File: src/rtl/scfifo_flex_if.sv
// Handshake and status bundle for scfifo_flex. The master drives requests and
// write data. The slave is the FIFO, which drives read data and status.
interface scfifo_flex_if #(
    parameter int unsigned WIDTH     = 20,
    parameter int unsigned LOG_DEPTH = 5
);
    logic               wrreq;
    logic [WIDTH-1:0]   data;
    logic               rdreq;
    logic               err_clr;
    logic [WIDTH-1:0]   q;
    logic               empty;
    logic               full;
    logic               almost_empty;
    logic               almost_full;
    logic [LOG_DEPTH:0] usedw;
    logic               overflow;
    logic               underflow;

    modport master (
        output wrreq, data, rdreq, err_clr,
        input  q, empty, full, almost_empty, almost_full, usedw, overflow, underflow
    );

    modport slave (
        input  wrreq, data, rdreq, err_clr,
        output q, empty, full, almost_empty, almost_full, usedw, overflow, underflow
    );
endinterface

File: src/rtl/scfifo_flex.sv
// Single-clock FIFO. All 2**LOG_DEPTH words are usable.
// The read mode is either normal or show-ahead.
// The status flags are registered, and the overflow/underflow error flags are sticky.
module scfifo_flex #(
    parameter int unsigned WIDTH              = 20,
    parameter int unsigned LOG_DEPTH          = 5,
    parameter int unsigned ALMOST_FULL_VALUE  = 30,
    parameter int unsigned ALMOST_EMPTY_VALUE = 2,
    parameter bit          SHOW_AHEAD         = 1'b0,
    parameter bit          OVERFLOW_CHECKING  = 1'b1,
    parameter bit          UNDERFLOW_CHECKING = 1'b1
) (
    input logic         clock,
    input logic         sclr,
    scfifo_flex_if.slave bus
);
    localparam int unsigned DEPTH = 2 ** LOG_DEPTH;
    localparam logic [LOG_DEPTH:0] UsedMax = DEPTH[LOG_DEPTH:0];
    localparam logic [LOG_DEPTH:0] AfVal   = ALMOST_FULL_VALUE[LOG_DEPTH:0];
    localparam logic [LOG_DEPTH:0] AeVal   = ALMOST_EMPTY_VALUE[LOG_DEPTH:0];

    // Show-ahead output stage: does the q register hold the head word?
    typedef enum logic {StEmpty, StValid} out_st_e;

    logic [WIDTH-1:0]     mem [DEPTH];
    logic [LOG_DEPTH-1:0] wr_ptr_q, rd_ptr_q;
    logic [LOG_DEPTH:0]   usedw_q, usedw_d;
    logic [WIDTH-1:0]     q_q;
    logic                 empty_q, full_q, aempty_q, afull_q, ovf_q, unf_q;
    out_st_e              out_st_q;

    logic               wr_acc;   // write enters the FIFO this edge
    logic               pop;      // word leaves the FIFO this edge
    logic               ram_rd;   // RAM head moves into q this edge
    logic               valid_d;
    logic [LOG_DEPTH:0] valid_w;

    // Accept/reject decisions use only registered flags; the occupancy counter next state
    always_comb begin
        wr_acc  = bus.wrreq & (~full_q | ~OVERFLOW_CHECKING);
        valid_w = {{LOG_DEPTH{1'b0}}, out_st_q == StValid};
        pop     = 1'b0;
        ram_rd  = 1'b0;
        valid_d = 1'b0;
        if (SHOW_AHEAD) begin
            pop     = bus.rdreq & ((out_st_q == StValid) | ~UNDERFLOW_CHECKING);
            // RAM words = usedw minus the word parked in q; refill whenever q is free
            ram_rd  = (usedw_q > valid_w) & ((out_st_q == StEmpty) | pop);
            valid_d = ram_rd | ((out_st_q == StValid) & ~pop);
        end else begin
            pop    = bus.rdreq & (~empty_q | ~UNDERFLOW_CHECKING);
            ram_rd = pop;
        end
        unique case ({wr_acc, pop})
            2'b10:   usedw_d = usedw_q + (LOG_DEPTH + 1)'(1);
            2'b01:   usedw_d = usedw_q - (LOG_DEPTH + 1)'(1);
            default: usedw_d = usedw_q;
        endcase
    end

    // Storage array; a write at the same edge as sclr is discarded
    always_ff @(posedge clock) begin
        if (wr_acc && !sclr) begin
            mem[wr_ptr_q] <= bus.data;
        end
    end

    // Pointers, output register, output-stage FSM, registered flags and sticky errors
    always_ff @(posedge clock) begin
        if (sclr) begin
            wr_ptr_q <= '0;
            rd_ptr_q <= '0;
            usedw_q  <= '0;
            q_q      <= '0;
            empty_q  <= 1'b1;
            full_q   <= 1'b0;
            aempty_q <= 1'b1;
            afull_q  <= 1'b0;
            ovf_q    <= 1'b0;
            unf_q    <= 1'b0;
            out_st_q <= StEmpty;
        end else begin
            if (wr_acc) begin
                wr_ptr_q <= wr_ptr_q + LOG_DEPTH'(1);
            end
            // The read address never equals the write address here, so no bypass is needed
            if (ram_rd) begin
                rd_ptr_q <= rd_ptr_q + LOG_DEPTH'(1);
                q_q      <= mem[rd_ptr_q];
            end
            usedw_q  <= usedw_d;
            empty_q  <= SHOW_AHEAD ? ~valid_d : (usedw_d == '0);
            full_q   <= usedw_d == UsedMax;
            aempty_q <= usedw_d < AeVal;
            afull_q  <= usedw_d >= AfVal;
            out_st_q <= valid_d ? StValid : StEmpty;
            // A violation in the same cycle as err_clr keeps the flag set
            ovf_q    <= OVERFLOW_CHECKING & ((bus.wrreq & full_q) | (ovf_q & ~bus.err_clr));
            unf_q    <= UNDERFLOW_CHECKING & ((bus.rdreq & empty_q) | (unf_q & ~bus.err_clr));
        end
    end

    assign bus.q            = q_q;
    assign bus.empty        = empty_q;
    assign bus.full         = full_q;
    assign bus.almost_empty = aempty_q;
    assign bus.almost_full  = afull_q;
    assign bus.usedw        = usedw_q;
    assign bus.overflow     = ovf_q;
    assign bus.underflow    = unf_q;
endmodule

File: src/flat_wrapper.sv
// flat-port wrapper written by rule: the top's interface ports become plain ports
module scfifo_flex_flat 
#(
    parameter int unsigned WIDTH              = 20,
    parameter int unsigned LOG_DEPTH          = 5,
    parameter int unsigned ALMOST_FULL_VALUE  = 30,
    parameter int unsigned ALMOST_EMPTY_VALUE = 2,
    parameter bit          SHOW_AHEAD         = 1'b0,
    parameter bit          OVERFLOW_CHECKING  = 1'b1,
    parameter bit          UNDERFLOW_CHECKING = 1'b1
)
  (clock, sclr, bus_wrreq, bus_data, bus_rdreq, bus_err_clr, bus_q, bus_empty, bus_full, bus_almost_empty, bus_almost_full, bus_usedw, bus_overflow, bus_underflow);
  scfifo_flex_if #(.WIDTH(WIDTH), .LOG_DEPTH(LOG_DEPTH)) bus_i ();
  input logic clock;
  input logic sclr;
  input wire logic [$bits(bus_i.wrreq)-1:0] bus_wrreq;
  input wire logic [$bits(bus_i.data)-1:0] bus_data;
  input wire logic [$bits(bus_i.rdreq)-1:0] bus_rdreq;
  input wire logic [$bits(bus_i.err_clr)-1:0] bus_err_clr;
  output wire logic [$bits(bus_i.q)-1:0] bus_q;
  output wire logic [$bits(bus_i.empty)-1:0] bus_empty;
  output wire logic [$bits(bus_i.full)-1:0] bus_full;
  output wire logic [$bits(bus_i.almost_empty)-1:0] bus_almost_empty;
  output wire logic [$bits(bus_i.almost_full)-1:0] bus_almost_full;
  output wire logic [$bits(bus_i.usedw)-1:0] bus_usedw;
  output wire logic [$bits(bus_i.overflow)-1:0] bus_overflow;
  output wire logic [$bits(bus_i.underflow)-1:0] bus_underflow;
  assign bus_i.wrreq = bus_wrreq;
  assign bus_i.data = bus_data;
  assign bus_i.rdreq = bus_rdreq;
  assign bus_i.err_clr = bus_err_clr;
  assign bus_q = bus_i.q;
  assign bus_empty = bus_i.empty;
  assign bus_full = bus_i.full;
  assign bus_almost_empty = bus_i.almost_empty;
  assign bus_almost_full = bus_i.almost_full;
  assign bus_usedw = bus_i.usedw;
  assign bus_overflow = bus_i.overflow;
  assign bus_underflow = bus_i.underflow;
  scfifo_flex #(.WIDTH(WIDTH), .LOG_DEPTH(LOG_DEPTH), .ALMOST_FULL_VALUE(ALMOST_FULL_VALUE), .ALMOST_EMPTY_VALUE(ALMOST_EMPTY_VALUE), .SHOW_AHEAD(SHOW_AHEAD), .OVERFLOW_CHECKING(OVERFLOW_CHECKING), .UNDERFLOW_CHECKING(UNDERFLOW_CHECKING)) u_core (.clock(clock), .sclr(sclr), .bus(bus_i));
endmodule
File: config.mk
export PLATFORM = sky130hd
export DESIGN_NAME = scfifo_flex_flat
export DESIGN_NICKNAME = d
export VERILOG_FILES = /design/src/rtl/scfifo_flex_if.sv /design/src/rtl/scfifo_flex.sv /design/src/flat_wrapper.sv
export SDC_FILE = /design/constraint.sdc
export NUM_CORES = 1
export LEC_CHECK = 0
export ABC_AREA = 1
export BUFFER_PORTS_ARGS = -buffer_cell sky130_fd_sc_hd__buf_2
export CORE_AREA = 3 3 220 222
export DETAILED_ROUTE_END_ITERATION = 8
export DIE_AREA = 0 0 223 225
export GPL_ROUTABILITY_DRIVEN = 0
export PLACE_DENSITY = 0.84
export SLEW_MARGIN = 20
export SYNTH_ARGS = -nofsm -noshare
export SYNTH_HDL_FRONTEND = slang
export SYNTH_SLANG_ARGS = --single-unit
File: constraint.sdc
create_clock -name clock -period 3.3 [get_ports clock]
set_input_delay 0.33 -clock clock [delete_from_list [all_inputs] [get_ports clock]]
set_output_delay 0.33 -clock clock [all_outputs]
set_load 0.01 [all_outputs]
# ---- After elaboration in Yosys (flattened, before gate mapping)
# Memories as Yosys holds them, arrays and structs flattened. A register that Yosys moved wholly into a read port is not among the register bits.
# Cells that the tools add are included.
dict set report totals {
  inputBits 25
  out_inout_bits 32
  elab_cells 36
  ramBits 640
  reg_bits 22
  memories 1
}
# name depth width rd rd_clocked_by_memory_dff write_ports line_no
set memory_table {}
lappend memory_table {u_core.mem 32 20 1 1 1 scfifo_flex.sv:25} ;# logic [WIDTH-1:0] mem [DEPTH];
dict set report op_classes {
  n_reduce_logical 3
  n_mux 3
  n_eq_ne 3
  order_cmp 2
  bitwise_logic 11
  add_sub_neg 4
}
# operator n
set ops {}
lappend ops {{case mux 6 bit (2 select lines)} 1}
lappend ops {{adder 5 x 1 -> 5 bit (second input constant)} 2}
lappend ops {{adder 6 x 1 -> 6 bit (second input constant)} 1}
lappend ops {{AND 1 bit} 6}
lappend ops {{equality test 6 bit (second input constant)} 1}
lappend ops {{>= comparator 6 x 5 -> 1 bit (second input constant)} 1}
lappend ops {{zero test 6 bit} 1}
lappend ops {{less-than comparator 6 x 2 -> 1 bit (second input constant)} 1}
lappend ops {{subtractor 6 x 1 -> 6 bit (second input constant)} 1}
lappend ops {{inverter 1 bit} 3}
lappend ops {{equality test 2 x 1 -> 1 bit (second input constant)} 1}
lappend ops {{equality test 2 bit (second input constant)} 1}
lappend ops {{2-to-1 mux 1 bit} 2}
lappend ops {{bitwise OR 1 bit} 2}
lappend ops {{logical AND 1 bit} 1}
lappend ops {{zero test 1 bit} 1}

# ---- Longest topological paths before layout
dict set report logic_depth {
  ltp_word 5
  mapped_depth 19
  ltp_nobuf 17
}

# ---- Least setup slack after synthesis
# OpenSTA, ideal clock, no wires.
dict set report synth_path {
  path_type {register to register}
  start {register u_core.full_q, in the netlist u_core.bus.full}
  end {memory u_core.mem[0][0], enable pin}
  arrival_time_ps 1836
  synth_period_minus_slack_ps 2233
  setup_ps 397
  n_path_buf 1
  stages_incl_launch_ff 7
  required_ps 2903
  slack_ps 1067
  path_cell_list {dfxtp_1 -> inv_1 -> nand2_1 -> buf_4 -> nor2_1 -> nand2_1 -> nor2_1}
}
dict set report synth_via {
  elab_chain_cells 5
}
# element line_no
set synth_lines {}
lappend synth_lines {{start: declaration} scfifo_flex.sv:29} ;# logic empty_q, full_q, aempty_q, afull_q, ovf_q, unf_q;
lappend synth_lines {{start signal: assignment} scfifo_flex.sv:93} ;# full_q <= usedw_d == UsedMax;
lappend synth_lines {{inverter 1 bit} scfifo_flex.sv:40} ;# wr_acc = bus.wrreq & (~full_q | ~OVERFLOW_CHECKING);
lappend synth_lines {{AND 1 bit} scfifo_flex.sv:40}
lappend synth_lines {{logical AND 1 bit} scfifo_flex.sv:63} ;# if (wr_acc && !sclr) begin
lappend synth_lines {{2-to-1 mux 1 bit} scfifo_flex.sv:63}
lappend synth_lines {{2-to-1 mux 1 bit (implied by the code)} scfifo_flex.sv:64} ;# mem[wr_ptr_q] <= bus.data;
lappend synth_lines {{end: declaration} scfifo_flex.sv:25}
# No other way between the ends.

==> out/metrics.csv <==
stage,metric,value,unit
global_routing,initial antenna violation count,1,
drt,Antenna Nets Post-Route,0,
timing,worst relative slew slack,40.3,%
synth,syn_nets,2164,
synth,Post-Syn Instances,2132,
setup_path,Max Fanout on Critical Path,195,
synth,mux cell area share after synthesis,0,%
drt,DRC Markers,0,
timing,Final TNS setup,0,ns
cts,post-CTS setup repair buffer count,0,
power_and_ir_drop,Peak VDD IR,452,uV
drt,total number of vias,18900,
global_routing,vias in the first global route,18200,
setup_path,worst path cell trace,buf_12 > o21ai_0 > o211ai_1 > nand3_1 > nand4_1 > nand3_1 > a21oi_1,
timing,worst-margin pin slew,0.895,ns
synth,sequential fraction of the synthesis area,74.4,%
cts,htree depth,2,
setup_path,CP top delay family,compound AO/OA/AOI/OAI gates,
timing,RSZ-0062 raised after global routing,no,
synth,largest family of logic cells by synthesized area,compound AO/OA/AOI/OAI gates,
synth,post-synthesis register bit count,682,
synth,post-synth top area cell,edfxtp_1,
timing,min cycle time layout,2.56,ns
global_routing,GRT Total Usage,28.6,%
layout,Nets,2212,
synth,Post-Synth Simple-Gate Area,10.4,%
synth,Post-Syn Area,27000,um^2
setup_path,worst path arrival time,3.12,ns
global_routing,M3 GR Usage,6.80,%
cts,hold_buf cts,3,
timing,Max Slew Vio Count,0,
synth,Synth top area share,71.2,%
synth,Syn Area/Cell,12.7,um^2
floorplan,Die H,225,um
timing,Fmax,0.391,GHz
synth,Post-Synth XOR/XNOR Area,0.0649,%
drt,DR iter-0 viols,3262,
synth,Netlist cell types,28,
drt,wire per inst,25.8,um
synth,"count leader, synth",edfxtp_1,
worst_hold_path,worst hold-check path type,input port to flop,
synth,Post-synth EDFFs,640,
outcome,status,finished clean,
power_and_ir_drop,Leak Pwr,10.0,nW
cts,Root Buffer,clkbuf_16,
setup_path,Crit. End Element,flop,
global_routing,first-pass GRT wire length,110000,um
cts,Clock Latency Late Sink,0.63,ns
setup_path,WP data required,3.86,ns
drt,drt first pass iters,8,
global_routing,M1 GR Usage,39.1,%
cts,# clock sinks,682,
floorplan,FP Rows,79,
synth,ys async rst share,0,%
power_and_ir_drop,Total Power,19.7,mW
synth,post-synthesis compound-gate area fraction,11.7,%
synth,total number of yosys warnings,0,
timing,Tcrit/Tclk final,77.5,%
global_routing,largest net degree at the start of global routing,196,
power_and_ir_drop,Power Dens Cells,655,nW/um^2
setup_path,Buf/Inv on CP,1,
timing,endpoints failing setup,0,
floorplan,core area,46600,um^2
layout,share of layout cells above drive strength 1,12.2,%
layout,area growth from synthesis to layout,11.8,%
setup_path,cell mode on critical path,nand3_1,
global_routing,grt met2 use,44.0,%
synth,commonest cells in the synthesized netlist,"edfxtp_1 (640), nor2_1 (407), o21ai_0 (312)",
cts,"Clk pin slew, worst setup/hold paths",0.06,ns
drt,Vias/cell,6.64,
floorplan,Die ar.,50200,um^2
setup_path,Critical Path Max Stage Delay,0.58,ns
floorplan,starting density of the core,57.9,%
floorplan,num ports,57,
cts,CTS Buf Count,61,
cts,Max clock buf depth,3,
placed_design,DP HPWL,40800,um
cts,Resize count post-CTS,0,
floorplan,Die W,223,um
cts,CTS tree,yes,
timing,final hold vios,0,
synth,largest cells by area after synthesis,"edfxtp_1 (71%), o21ai_0 (5.8%), nor2_1 (5.7%)",
placed_design,Port-buffer cells,56,
synth,Most used DFF post-synth,edfxtp_1,
global_routing,Overflow after GRT,0,
synth,Synth Area in Adders,0.325,%
flow_run,MaxCap Viol Count,0,
drt,"wirelength, routed",73200,um
timing,clk_skew,0.0238,ns
global_routing,Top Usage Layer GRT,met2,
setup_path,WS Path Type,flop to flop,
timing,Fin Hold WS,0.117,ns
setup_path,CP max-delay cell,buf_12,
setup_path,Worst setup SP type,flop,
-- cell families after synthesis --
logic type      Yosys count
buf+inv                 176
xor+xnor                  2
fa+ha+maj                 7
simple gates            704
compound gates          561
flops                   682
-- registers in the layout, indices dropped and copies added, names as in the netlist --
name                     cells
u_core.mem                 640
u_core.bus.q                20
u_core.bus.usedw             6
u_core.rd_ptr_q              5
u_core.wr_ptr_q              5
u_core.bus.almost_empty      1
u_core.bus.almost_full       1
u_core.bus.empty             1
u_core.bus.full              1
u_core.bus.overflow          1
u_core.bus.underflow         1
-- per-layer routing --
layer | wire length (um) | vias up
li1 | - | 7918
met1 | 25400 | 8991
met2 | 33800 | 1699
met3 | 10200 | 249
met4 | 3730 | 0
met5 | 0 | -
-- cell type report --
type	instances	area (um^2)
timing repair buffer	125	876
sequential	682	20100
fill	2975	16400
multi-input combinational	1274	6160
antenna	1	2.50
clock inverter	31	390
clock buffer	85	1760
tap	607	759
inverter	36	144
-- placed cells by master (no fill, tap or decap), types with 31 or more instances in the layout --
master and instances:
inv_1 31, dfxtp_1 39, o22ai_1 97, o21ai_0 312, buf_2 56, edfxtp_1 640
clkbuf_16 63, nand2_1 192, nor2_1 374, buf_4 61, nand3_1 73, o211ai_1 59
nor2_2 33, a21oi_1 55
-- path summary, 6_finish.rpt --
check / from / endpoint / slack, ns / cells after the start
worst max register to register: u_core.rd_ptr_q[1] / u_core.bus.q[1] / 0.74 / 7
worst min register to register: u_core.bus.q[2] / u_core.bus.q[2] / 0.46 / 2
worst min-delay path: sclr / u_core.bus.empty / 0.12 / 3
worst max-delay path: u_core.rd_ptr_q[1] / u_core.bus.q[1] / 0.74 / 7
-- worst min-delay path: stages --
cell and delay, ns:
buf_2 0.13, clkinv_1 0.16, nand2_1 0.07
-- through the flow --
stage / setup WS [ns] / instance area [um^2] / instances / util (%)
finish: 0.742 / 30200 / 2841 / 64.8
global route: 0.597 / 30200 / 2840 / 64.8
CTS: 0.919 / 30100 / 2839 / 64.7
detailed placement: 0.891 / 27900 / 2720 / 60.0
global placement: 0.861 / 27900 / 2720 / 60.0
floorplan: 1.07 / 27000 / 2132 / -
-- power breakdown --
part / internal, mW / total [mW] / leakage [nW] / switching (mW)
Sequential: 9.58 / 9.69 / 6.10 / 0.107
Clock: 4.42 / 7.49 / 1.06 / 3.07
Combinational: 0.706 / 2.57 / 2.87 / 1.86
Note: power is estimated with default switching activity, not from simulation.
